`config.mk`:
```
export PLATFORM = sky130hd
export DESIGN_NAME = wm_control_panel_flat
export DESIGN_NICKNAME = d
export VERILOG_FILES = /design/src/rtl/wm_pkg.sv /design/src/rtl/wm_control_panel_if.sv /design/src/rtl/wm_debounce.sv /design/src/rtl/wm_control_panel.sv /design/src/flat_wrapper.sv
export SDC_FILE = /design/constraint.sdc
export NUM_CORES = 1
export LEC_CHECK = 0
export ABC_AREA = 1
export CAP_MARGIN = 20
export CORE_ASPECT_RATIO = 2
export CORE_MARGIN = 4
export CORE_UTILIZATION = 58
export DETAILED_ROUTE_END_ITERATION = 16
export PLACE_DENSITY = 0.79
export SYNTH_ARGS = -nofsm -noshare
export SYNTH_HDL_FRONTEND = slang
export SYNTH_HIERARCHICAL = 1
export SYNTH_SLANG_ARGS = --single-unit
```
`constraint.sdc`:
```
create_clock -name clk -period 2.88 [get_ports clk]
set_input_delay 0.288 -clock clk [delete_from_list [all_inputs] [get_ports clk]]
set_output_delay 0.288 -clock clk [all_outputs]
set_load 0.05 [all_outputs]
```
`src/rtl/wm_pkg.sv`:
```
// Shared types and constants for the washing machine and its front panel.
package wm_pkg;

    typedef enum logic [1:0] {
        WM_LIGHT  = 2'b00,
        WM_NORMAL = 2'b01,
        WM_HEAVY  = 2'b10
    } wm_mode_e;

    localparam logic [3:0] WM_IDLE = 4'd0;

    typedef enum logic [1:0] {
        P_IDLE,
        P_ARM,
        P_RUN,
        P_DONE
    } panel_state_e;

    function automatic wm_mode_e next_mode(input wm_mode_e m);
        case (m)
            WM_LIGHT:  next_mode = WM_NORMAL;
            WM_NORMAL: next_mode = WM_HEAVY;
            default:   next_mode = WM_LIGHT;
        endcase
    endfunction

    function automatic logic [2:0] mode_led_of(input wm_mode_e m);
        case (m)
            WM_NORMAL: mode_led_of = 3'b010;
            WM_HEAVY:  mode_led_of = 3'b100;
            default:   mode_led_of = 3'b001;
        endcase
    endfunction

endpackage

```
`src/rtl/wm_control_panel_if.sv`:
```
// Panel-facing signal bundle: buttons and sensors in, machine controls and indicators out.
interface wm_control_panel_if;

    logic       btn_start;
    logic       btn_mode;
    logic       door_closed;
    logic [3:0] wm_state;
    logic       start;
    logic [1:0] mode;
    logic [2:0] mode_led;
    logic       door_lock;
    logic       busy;
    logic       done;
    logic       error;

    modport master (
        input  btn_start, btn_mode, door_closed, wm_state,
        output start, mode, mode_led, door_lock, busy, done, error
    );

    modport slave (
        output btn_start, btn_mode, door_closed, wm_state,
        input  start, mode, mode_led, door_lock, busy, done, error
    );

endinterface

```
`src/rtl/wm_debounce.sv`:
```
// Two-flop synchroniser plus stability filter for one raw push-button.
module wm_debounce #(
    parameter int DEBOUNCE_CYCLES = 16
) (
    input  logic clk,
    input  logic reset,
    input  logic raw,
    output logic level,
    output logic press
);

    localparam int CW = $clog2(DEBOUNCE_CYCLES + 1);
    localparam logic [CW-1:0] CNT_LAST = CW'(DEBOUNCE_CYCLES - 1);

    logic          sync1;
    logic          sync2;
    logic [CW-1:0] cnt;

    // cnt counts consecutive samples that disagree with the accepted level
    always_ff @(posedge clk) begin
        if (reset) begin
            sync1 <= 1'b0;
            sync2 <= 1'b0;
            cnt   <= '0;
            level <= 1'b0;
            press <= 1'b0;
        end else begin
            sync1 <= raw;
            sync2 <= sync1;
            press <= 1'b0;
            if (sync2 == level) begin
                cnt <= '0;
            end else if (cnt == CNT_LAST) begin
                level <= sync2;
                press <= sync2;
                cnt   <= '0;
            end else begin
                cnt <= cnt + 1'b1;
            end
        end
    end

endmodule

```
`src/rtl/wm_control_panel.sv`:
```
// Front-panel sequencer: debounced START/MODE buttons, start pulse, door lock and status flags.
//
//   state  | meaning
//   P_IDLE | door unlocked, mode selectable, waiting for a start press
//   P_ARM  | start issued, waiting for the machine to leave idle
//   P_RUN  | machine running, panel inputs frozen
//   P_DONE | machine back to idle, door held locked for the unlock delay
module wm_control_panel
    import wm_pkg::*;
#(
    parameter int DEBOUNCE_CYCLES = 16,
    parameter int ARM_TIMEOUT     = 8,
    parameter int UNLOCK_DELAY    = 4
) (
    input  logic               clk,
    input  logic               reset,
    wm_control_panel_if.master pnl
);

    localparam int TMR_MAX = (ARM_TIMEOUT > UNLOCK_DELAY) ? ARM_TIMEOUT : UNLOCK_DELAY;
    localparam int TW      = $clog2(TMR_MAX + 1);
    localparam logic [TW-1:0] ARM_LOAD    = TW'(ARM_TIMEOUT);
    localparam logic [TW-1:0] UNLOCK_LOAD = TW'(UNLOCK_DELAY);
    localparam logic [TW-1:0] TMR_TC      = TW'(1);

    logic start_press, mode_press;
    logic start_level, mode_level;
    logic unused_levels;

    panel_state_e  state_q, state_d;
    wm_mode_e      mode_q, mode_d;
    logic [TW-1:0] tmr_q, tmr_d;
    logic [2:0]    led_q;
    logic          start_q, start_d;
    logic          done_q, done_d;
    logic          error_q, error_d;
    logic          door_lock_q, door_lock_d;
    logic          busy_q, busy_d;
    logic          door_prev_q;

    wm_debounce #(.DEBOUNCE_CYCLES(DEBOUNCE_CYCLES)) u_db_start (
        .clk   (clk),
        .reset (reset),
        .raw   (pnl.btn_start),
        .level (start_level),
        .press (start_press)
    );

    wm_debounce #(.DEBOUNCE_CYCLES(DEBOUNCE_CYCLES)) u_db_mode (
        .clk   (clk),
        .reset (reset),
        .raw   (pnl.btn_mode),
        .level (mode_level),
        .press (mode_press)
    );

    assign unused_levels = start_level ^ mode_level;

    always_ff @(posedge clk) begin
        if (reset) begin
            state_q     <= P_IDLE;
            mode_q      <= WM_LIGHT;
            tmr_q       <= '0;
            led_q       <= 3'b001;
            start_q     <= 1'b0;
            done_q      <= 1'b0;
            error_q     <= 1'b0;
            door_lock_q <= 1'b0;
            busy_q      <= 1'b0;
            door_prev_q <= 1'b0;
        end else begin
            state_q     <= state_d;
            mode_q      <= mode_d;
            tmr_q       <= tmr_d;
            led_q       <= mode_led_of(mode_d);
            start_q     <= start_d;
            done_q      <= done_d;
            error_q     <= error_d;
            door_lock_q <= door_lock_d;
            busy_q      <= busy_d;
            door_prev_q <= pnl.door_closed;
        end
    end

    always_comb begin
        state_d = state_q;
        mode_d  = mode_q;
        tmr_d   = (tmr_q != '0) ? tmr_q - 1'b1 : '0;
        start_d = 1'b0;
        done_d  = 1'b0;
        error_d = error_q;
        case (state_q)
            P_IDLE: begin
                // start outranks a coincident mode press
                if (start_press) begin
                    if (pnl.door_closed) begin
                        state_d = P_ARM;
                        start_d = 1'b1;
                        error_d = 1'b0;
                        tmr_d   = ARM_LOAD;
                    end else begin
                        error_d = 1'b1;
                    end
                end else if (mode_press) begin
                    mode_d = next_mode(mode_q);
                end
            end
            P_ARM: begin
                if (pnl.wm_state != WM_IDLE) begin
                    state_d = P_RUN;
                end else if (tmr_q <= TMR_TC) begin
                    error_d = 1'b1;
                    state_d = P_IDLE;
                end
            end
            P_RUN: begin
                if (door_prev_q && !pnl.door_closed) begin
                    error_d = 1'b1;
                end
                if (pnl.wm_state == WM_IDLE) begin
                    state_d = P_DONE;
                    tmr_d   = UNLOCK_LOAD;
                end
            end
            P_DONE: begin
                if (tmr_q <= TMR_TC) begin
                    done_d  = 1'b1;
                    state_d = P_IDLE;
                end
            end
            default: state_d = P_IDLE;
        endcase
        door_lock_d = (state_d != P_IDLE);
        busy_d      = (state_d == P_ARM) || (state_d == P_RUN);
    end

    assign pnl.start     = start_q;
    assign pnl.mode      = mode_q;
    assign pnl.mode_led  = led_q;
    assign pnl.door_lock = door_lock_q;
    assign pnl.busy      = busy_q;
    assign pnl.done      = done_q;
    assign pnl.error     = error_q;

endmodule

```
`src/flat_wrapper.sv`:
```
// flat-port wrapper written by rule: the top's interface ports become plain ports
module wm_control_panel_flat import wm_pkg::*;
#(
    parameter int DEBOUNCE_CYCLES = 16,
    parameter int ARM_TIMEOUT     = 8,
    parameter int UNLOCK_DELAY    = 4
)
  (clk, reset, pnl_btn_start, pnl_btn_mode, pnl_door_closed, pnl_wm_state, pnl_start, pnl_mode, pnl_mode_led, pnl_door_lock, pnl_busy, pnl_done, pnl_error);
  wm_control_panel_if pnl_i ();
  input  logic clk;
  input  logic reset;
  input wire logic [$bits(pnl_i.btn_start)-1:0] pnl_btn_start;
  input wire logic [$bits(pnl_i.btn_mode)-1:0] pnl_btn_mode;
  input wire logic [$bits(pnl_i.door_closed)-1:0] pnl_door_closed;
  input wire logic [$bits(pnl_i.wm_state)-1:0] pnl_wm_state;
  output wire logic [$bits(pnl_i.start)-1:0] pnl_start;
  output wire logic [$bits(pnl_i.mode)-1:0] pnl_mode;
  output wire logic [$bits(pnl_i.mode_led)-1:0] pnl_mode_led;
  output wire logic [$bits(pnl_i.door_lock)-1:0] pnl_door_lock;
  output wire logic [$bits(pnl_i.busy)-1:0] pnl_busy;
  output wire logic [$bits(pnl_i.done)-1:0] pnl_done;
  output wire logic [$bits(pnl_i.error)-1:0] pnl_error;
  assign pnl_i.btn_start = pnl_btn_start;
  assign pnl_i.btn_mode = pnl_btn_mode;
  assign pnl_i.door_closed = pnl_door_closed;
  assign pnl_i.wm_state = pnl_wm_state;
  assign pnl_start = pnl_i.start;
  assign pnl_mode = pnl_i.mode;
  assign pnl_mode_led = pnl_i.mode_led;
  assign pnl_door_lock = pnl_i.door_lock;
  assign pnl_busy = pnl_i.busy;
  assign pnl_done = pnl_i.done;
  assign pnl_error = pnl_i.error;
  wm_control_panel #(.DEBOUNCE_CYCLES(DEBOUNCE_CYCLES), .ARM_TIMEOUT(ARM_TIMEOUT), .UNLOCK_DELAY(UNLOCK_DELAY)) u_core (.clk(clk), .reset(reset), .pnl(pnl_i));
endmodule
```
Word-level counts from Yosys, hierarchy flattened
Index checks and enable logic that the tools add are counted.
{"block": "classes", "n_addsub": 3, "multipliers": 0, "n_div": 0, "order_cmp": 1, "n_eq_ne": 16, "n_shift": 0, "muxes": 24, "bitwise": 7, "reduce_logical": 19}
{"operator": "2-to-1 mux 2 bit", "n": 8}
{"operator": "2-to-1 mux 4 bit", "n": 4}
{"operator": "OR reduction 3 bit", "n": 5}
{"operator": "adder 5 x 1 -> 5 bit, second input constant", "n": 2}
{"operator": "== test 5 x 4 -> 1 bit, second input constant", "n": 2}
{"operator": "== test 2 x 1 -> 1 bit, second input constant", "n": 4}
{"operator": "== test 2 bit, second input constant", "n": 4}
{"operator": "case mux 2 bit (4 select lines)", "n": 1}
{"operator": "case mux 4 bit (2 select lines)", "n": 1}
{"operator": "nonzero test 4 bit", "n": 2}
{"operator": "2-to-1 mux 1 bit", "n": 7}
{"operator": "NOT 1 bit", "n": 7}
{"operator": "case mux 3 bit (2 select lines)", "n": 1}
{"operator": "AND reduction 5 bit", "n": 1}
{"operator": "<= comparator 4 x 1 -> 1 bit, second input constant", "n": 1}
{"operator": "logical NOT 2 bit", "n": 2}
{"operator": "logical NOT 4 bit", "n": 1}
{"operator": "!= test 2 x 1 -> 1 bit, second input constant", "n": 2}
{"operator": "!= test 2 bit, second input constant", "n": 2}
{"operator": "case mux 2 bit (2 select lines)", "n": 1}
{"operator": "AND reduction 2 bit", "n": 2}
{"operator": "subtractor 4 x 1 -> 4 bit, second input constant", "n": 1}
{"operator": "case mux 1 bit (3 select lines)", "n": 1}
{"operator": "nonzero test 3 bit", "n": 1}
{"operator": "other kinds (6)", "n": 7}
{"block": "word_totals", "regBits": 35, "latchBits": 0, "ramBits": 0, "mem_bits_ro": 0, "in_bits": 9, "out_inout_bits": 10, "word_cells": 90, "n_memories": 0}

Depth between registers and ports, before layout
Gate-level depths: netlist (run 1).
{"block": "depth", "depth_word": 7, "mapped_depth": 10, "ltp_nobuf": 10}

Hierarchy
Netlist (run 1), hierarchy kept.
{"module": "wm_control_panel", "n_inst": 1, "cells_per_inst": 113, "area_per_inst_um2": 860.8, "seq_area_each_um2": 340.3}
{"module": "wm_debounce", "n_inst": 2, "cells_per_inst": 41, "area_per_inst_um2": 347.8, "seq_area_each_um2": 180.2}

Least setup slack after synthesis (run 1)
OpenSTA, ideal clock, no wires.
{"block": "synth_path", "path_type": "flip-flop to flip-flop", "start": "register u_core.state_q[0]", "end": "register u_core.led_q[0], in the netlist u_core/pnl.mode_led[0]", "setup_time_ns": 0.123, "arrival_time_ns": 1.560, "required_ns": 2.757, "slack_ns": 1.197, "path_stages_with_launch": 8, "n_path_buf": 0, "synth_period_minus_slack_ns": 1.683, "path_cell_list": "dfxtp_1 inv_1 ha_1 nand3_1 o21ai_2 inv_1 ha_1 or2_2"}
{"block": "synth_between", "elab_chain_len": 4, "elab_cells_between_ends": 5, "cone_classes": "2 x eq/ne; 2 x mux; 1 x reduce/logical"}
{"item": "from (decl)", "line_no": "wm_control_panel.sv:30", "rtl": "panel_state_e state_q, state_d;"}
{"item": "from (signal assigned)", "line_no": "wm_control_panel.sv:72", "rtl": "state_q <= state_d;"}
{"item": "logical NOT 2 bit *", "line_no": "wm_control_panel.sv:92", "rtl": "case (state_q)"}
{"item": "2-to-1 mux 2 bit *", "line_no": "wm_control_panel.sv:92"}
{"item": "net u_core.mode_d[1]", "line_no": "wm_control_panel.sv:31", "rtl": "wm_mode_e mode_q, mode_d;"}
{"item": "== test 2 bit or == test 2 x 1 -> 1 bit (tied branches)", "line_no": "wm_pkg.sv:28", "rtl": "case (m)"}
{"item": "case mux 3 bit (2 select lines) *", "line_no": "wm_pkg.sv:28"}
{"item": "to (signal assigned)", "line_no": "wm_control_panel.sv:75", "rtl": "led_q <= mode_led_of(mode_d);"}
{"item": "to (decl)", "line_no": "wm_control_panel.sv:33", "rtl": "logic [2:0] led_q;"}
Mark *: on every way through the listed nets, which the timed path passes. The rest lies on a longest branch.
A chain may end at the register's enable or synchronous reset.

Worst setup path after layout (run 1)
Ends and elaborated chain as after synthesis.

==> results of run 1 <==
[layout make-up]
cell class | instances | area [sq um]
Multi-Input combinational cell | 123 | 716
Clock buffer | 8 | 100
Tap cell | 28 | 35.0
Sequential cell | 35 | 701
Inverter | 36 | 135
Fill cell | 226 | 696
Timing Repair Buffer | 19 | 188
[synthesized netlist by cell type]
cell type | number | area (sq um)
nor3_1 | 4 | 20.0
a211oi_2 | 1 | 12.5
o21ai_0 | 1 | 5.00
ha_1 | 11 | 138
o221ai_1 | 1 | 8.76
nand3_2 | 2 | 20.0
inv_1 | 32 | 120
xnor2_1 | 2 | 17.5
a21boi_1 | 1 | 7.51
buf_2 | 1 | 5.00
a21oi_4 | 1 | 16.3
nand3b_1 | 1 | 7.51
o22ai_1 | 1 | 6.26
or2_2 | 1 | 6.26
nand2_2 | 5 | 31.3
nand3_1 | 9 | 45.0
nand4_1 | 2 | 12.5
nor2_4 | 2 | 22.5
nor2_2 | 6 | 37.5
nor2_1 | 34 | 128
a211oi_1 | 1 | 7.51
dfxtp_1 | 35 | 701
a21oi_1 | 4 | 20.0
o21ai_1 | 2 | 10.0
o21ai_2 | 4 | 35.0
nand2_1 | 27 | 101
inv_2 | 4 | 15.0
[worst paths after layout]
kind / startpoint / end / slack [ns] / depth (start not counted)
hold reg to reg: u_core/u_db_mode/sync1 / u_core/u_db_mode/sync2 / 0.41 / 2
setup reg to reg: u_core/state_q[0] / u_core/pnl.mode_led[0] / 0.99 / 7
setup / recovery: u_core/state_q[0] / u_core/pnl.mode_led[0] / 0.99 / 7
hold / removal: u_core/u_db_mode/sync1 / u_core/u_db_mode/sync2 / 0.41 / 2
[worst max-delay path, cell delays in order (launching register included)]
cell	delay (ns)
dfxtp_1	0.34
inv_1	0.14
ha_1	0.28
nand3_1	0.21
o21ai_2	0.21
inv_1	0.06
ha_1	0.26
or2_2	0.27
[power breakdown]
group          switching (mW)  internal, mW  leakage (nW)
clock                   0.163         0.218        0.0515
combinational           0.135        0.0768         0.478
sequential             0.0103         0.505         0.283
total                   0.308         0.799         0.813
[metal layers]
metal,vias up,track usage,routed length (microns)
met5,-,0,0
met4,0,0.127,124
met3,11,0.0466,120
met2,27,0.385,1750
met1,580,0.151,1020
li1,651,-,-
[registers in the layout, indices dropped and copies added, names as in the netlist, 2 cells and up]
register	flops
u_core/pnl.mode	2
u_core/state_q	2
u_core/tmr_q	4
u_core/pnl.mode_led	3
u_core/u_db_start/cnt	5
u_core/u_db_mode/cnt	5
[per-stage QoR]
step | power (mW) | util | instance area (sq um) | std cells | setup slack (ns)
4_1_cts | 1.12 | 0.729 | 1870 | 249 | 0.983
2_1_floorplan | 0.671 | - | 1560 | 195 | 1.20
6_report | 1.11 | 0.729 | 1870 | 249 | 0.994
5_1_grt | 1.16 | 0.729 | 1870 | 249 | 0.887
3_5_place_dp | 0.736 | 0.690 | 1770 | 241 | 1.01
3_3_place_gp | 0.733 | 0.690 | 1770 | 241 | 1.04
[cells by family after synthesis]
kind of cell    after synthesis  share of synthesized area
flops                        35                      0.450
xor+xnor                      2                     0.0113
buf+inv                      37                     0.0900
compound gates               17                     0.0828
simple gates                 93                      0.277
fa+ha+maj                    11                     0.0884
==> key figures, run 1 <==
Status
  • Outcome: complete, no violations

Placed design
  • Port Buf Inserts: 18
  • Placer Congestion: 0.926
  • DP HPWL: 2.35 mm

Clock network
  • Worst-path clk slew: 0.07 ns
  • Number of CTS-inserted buffers: 5
  • CTS root buf: clkbuf_8
  • H-tree depth: 2
  • CTS max path bufs: 2
  • Worst skew pair latency: 0.28 ns
  • CTS tree: yes
  • Clock sink count: 35
  • Post-CTS sizing: 0
  • Number of setup buffers added after CTS: 0
  • Hold-fix buffers at CTS: 0

STA
  • Setup violators final: 0
  • Least-Margin Pin Slew: 0.512 ns
  • Final period util: 0.655
  • Final worst path period need: 1.89 ns
  • Fmax: 530 MHz
  • Max-slew headroom: 0.658
  • Min Hold Slack: 0.414 ns
  • Unrepaired setup endpoints after global routing: false
  • Setup TNS: 0 ns
  • Max-slew violation count: 0
  • Fin. Hold Viols: 0
  • Final setup skew: 0.00471 ns

Global route
  • GRT overflow: 0
  • First-pass GRT wire length: 5.07 mm
  • Largest net degree at the start of global routing: 13
  • Initial antenna violation count: 0
  • Number of global-route vias before repair: 1,304
  • Gr usage total: 0.195

Route
  • Drt via density: 5.10
  • Total wire length: 3.02 mm
  • DRC errors left: 0
  • DR pass1 iterations: 4
  • Post-route ant nets: 0
  • DRT iter0 DRCs: 17
  • Vias post-DR: 1,269
  • WL/cell: 12.1 microns

Logic synthesis
  • Synthesized area per cell: 7.98 sq um
  • Yosys reg bits: 35
  • Mapped Nets: 215
  • Synth cell types: 27
  • Sequential fraction of the synthesis area: 0.450
  • Cells after Synth: 195
  • Mapped cell area: 0.00156 sq mm
  • Yosys warnings: 6

Floorplan
  • Die Ht: 81.3 microns
  • IO Pins: 19
  • Rows: 26
  • Area of the core: 0.00257 sq mm
  • Initial Utilization: 0.606
  • Die ar.: 0.00363 sq mm
  • Die boundary width: 44.6 microns

Worst hold path
  • Min-Delay Path Class: reg2reg

Final layout
  • Most frequent cells in the layout: dfxtp_1, nor2_1, inv_1
  • Share of cells above drive strength 1: 0.154
  • Area grow syn2layout: 20.4%
  • Most common cell after layout, fill and taps aside: dfxtp_1
  • Nets: 240
  • Number of diodes: 0

Critical path
  • Crit path kind: reg2reg
  • CP max FO: 5
  • Crit. End Element: register
  • Critical path required time: 3.05 ns
  • Startpoint types: register
  • Worst Path Arrival: 2.06 ns

Pwr
  • Pwr/cell area: 591 mW/mm^2
  • Leakage: 0.813 nW
  • Peak supply drop: 0.406 mV

Run
  • Max_cap viols: 0
(Power assumes the default switching activity.)
==> run 2, diff against run 1 <==
Settings changed: CORE_UTILIZATION 58 to 49, PLACE_DENSITY 0.79 to 0.7.
Clock period 2.88 ns to 1.7 ns, I/O delays scaled along.
==> key figures, run 2 (synthesis gave the netlist of run 1 again) <==
Status
  • Outcome: complete, no violations

Clock network
  • CTS max path bufs: 2 (unchanged)
  • Worst skew pair latency: 0.29 ns (about the same)
  • Hold-fix buffers at CTS: 0 (unchanged)
  • Number of CTS-inserted buffers: 5 (unchanged)
  • CTS root buf: clkbuf_8
  • Number of setup buffers added after CTS: 0 (unchanged)
  • H-tree depth: 2 (unchanged)
  • Clock sink count: 35 (unchanged)
  • CTS tree: yes
  • Worst-path clk slew: 0.07 ns (about the same)

Pwr
  • Leakage: 0.849 nW (+4.4%)
  • Peak supply drop: 0.893 mV (+120%)
  • Pwr/cell area: 1030 mW/mm^2 (+75%)

Final layout
  • Register area: 702 sq um (+0.18%)
  • Multi-input gate area: 751 sq um (+4.9%)
  • Fill cell count: 265 (+17%)
  • Most frequent cells in the layout: nor2_1, dfxtp_1, inv_1
  • Nets: 245 (+2.1%)
  • Number of diodes: 0 (unchanged)
  • Post-route cell area: 0.00197 sq mm (+5.0%)
  • Share of cells above drive strength 1: 0.199 (+0.0453)
  • Area grow syn2layout: 26.4%
  • Top Registers: u_core/u_db_mode/cnt x5, u_core/u_db_start/cnt x5, u_core/tmr_q x4

Route
  • Total wire length: 2.96 mm (-2.0%)
  • DRT iter0 DRCs: 21 (+4)
  • Vias post-DR: 1,237 (-2.5%)
  • Post-route ant nets: 0 (unchanged)
  • WL/cell: 11.6 microns (-4.7%)
  • DR pass1 iterations: 6 (+2)
  • Drt via density: 4.83 (-5.2%)
  • DRC errors left: 0 (unchanged)

STA
  • Final period util: 0.974
  • Setup violators final: 0 (unchanged)
  • Fmax: 604 MHz
  • Max-slew violation count: 0 (unchanged)
  • Unrepaired setup endpoints after global routing: false
  • Min Hold Slack: 0.394 ns (-0.0202 ns)
  • Max-slew headroom: 0.659 (+0.00171)
  • Final worst path period need: 1.66 ns
  • Final setup skew: 0.00659 ns (+0.00188 ns)
  • Setup TNS: 0 ns (unchanged)
  • Fin. Hold Viols: 0 (unchanged)
  • Least-Margin Pin Slew: 0.509 ns (-0.00256 ns)

Global route
  • Met1 Usage GRT: 0.161 (+0.00912)
  • GR peak layer: met2
  • GRT overflow: 0 (unchanged)
  • GR Util met2: 0.311 (-0.0735)
  • Largest net degree at the start of global routing: 13 (unchanged)
  • Gr usage total: 0.173 (-0.0216)
  • Number of global-route vias before repair: 1,297 (-0.54%)
  • Met3 usage: 0.0556 (+0.00899)
  • First-pass GRT wire length: 5.16 mm (+1.8%)
  • Initial antenna violation count: 0 (unchanged)

Placed design
  • Placer Congestion: 0.870 (-6.1%)
  • Cell Area, Placed: 0.00181 sq mm (+2.3%)
  • Port Buf Inserts: 18 (unchanged)
  • DP HPWL: 2.30 mm (-1.9%)

Critical path
  • Startpoint types: register
  • Crit. End Element: primary output
  • Worst Path Arrival: 1.49 ns (-0.57 ns)
  • Critical path required time: 1.53 ns (-1.52 ns)
  • CP max stage delay: 0.82 ns (+0.48 ns)
  • Crit path max-delay family: buffers and inverters
  • CP Cell Sequence: clkdlybuf4s50_1
  • CP max FO: 4 (-1)
  • CP Buf/Inv Count: 1 (-1)
  • Critical-path top delay cell: clkdlybuf4s50_1
  • Crit path kind: reg2out

Run
  • Max_cap viols: 0 (unchanged)

Floorplan
  • Area of the core: 0.00301 sq mm (+17%)
  • Initial Utilization: 0.517 (-0.0890)
  • Rows: 28 (+7.7%)
  • Die ar.: 0.00420 sq mm (+16%)
  • Die boundary width: 47.9 microns (+7.2%)
  • Die Ht: 87.7 microns (+7.9%)
  • IO Pins: 19 (unchanged)

Worst hold path
  • Min-Delay Path Class: in2reg
## run 2: cell count changes in the layout (fill, tap and decap cells not counted), sizes merged
cell	delta
buf	+5
bufinv	+1
clkbuf	-2
clkinv	+1
## run 2: stage by stage
step | setup WS (ns) | util | instances | power, mW
final | 0.0447 | 0.653 | 256 | 2.04
after floorplan | 0.0172 | - | 195 | 1.14
after detailed placement | -0.0167 | 0.602 | 248 | 1.26
after global routing | 0.00231 | 0.653 | 256 | 2.15
after CTS | 0.0317 | 0.643 | 256 | 2.04
after global placement | 0.0746 | 0.602 | 248 | 1.26
## run 2: timing repair
item | in CTS | in global routing
gates resized for setup | 1 | 7
setup endpoints to repair | 1 | 2
hold endpoints to repair | 0 | 0
## run 2: area by class of cell
cell class | count | share of cell area
timing repair buffer | 24 | 0.114
multi-input combinational | 123 | 0.381
tap | 30 | 0.0191
clock buffer | 6 | 0.0420
inverter | 36 | 0.0687
sequential | 35 | 0.357
clock inverter | 2 | 0.0178
## run 2: layer usage
layer / vias up / wire (microns)
li1: 659 / -
met1: 547 / 1110
met2: 26 / 1640
met3: 5 / 140
met4: 0 / 66
met5: - / 0
## run 2: final timing paths
check / from / to / slack (ns) / depth (start not counted)
worst max register to register: u_core/state_q[1] / u_core/pnl.busy / 0.12 / 10
worst max-delay path: u_core/pnl.mode[1] / pnl_mode[1] / 0.04 / 1
worst min register to register: u_core/u_db_mode/sync1 / u_core/u_db_mode/sync2 / 0.41 / 2
worst min-delay path: pnl_btn_mode / u_core/u_db_mode/sync1 / 0.39 / 3
## run 2: tightest hold or removal path: stages
cell and delay (ns):
clkdlybuf4s50_1 0.39, inv_1 0.05, nor2_1 0.03
## run 2: where the power goes
part           switching (mW)  internal [mW]  total (mW)  leakage (nW)
clock network           0.300          0.474       0.775        0.0612
logic                   0.234          0.157       0.390         0.504
registers              0.0162          0.856       0.872         0.284
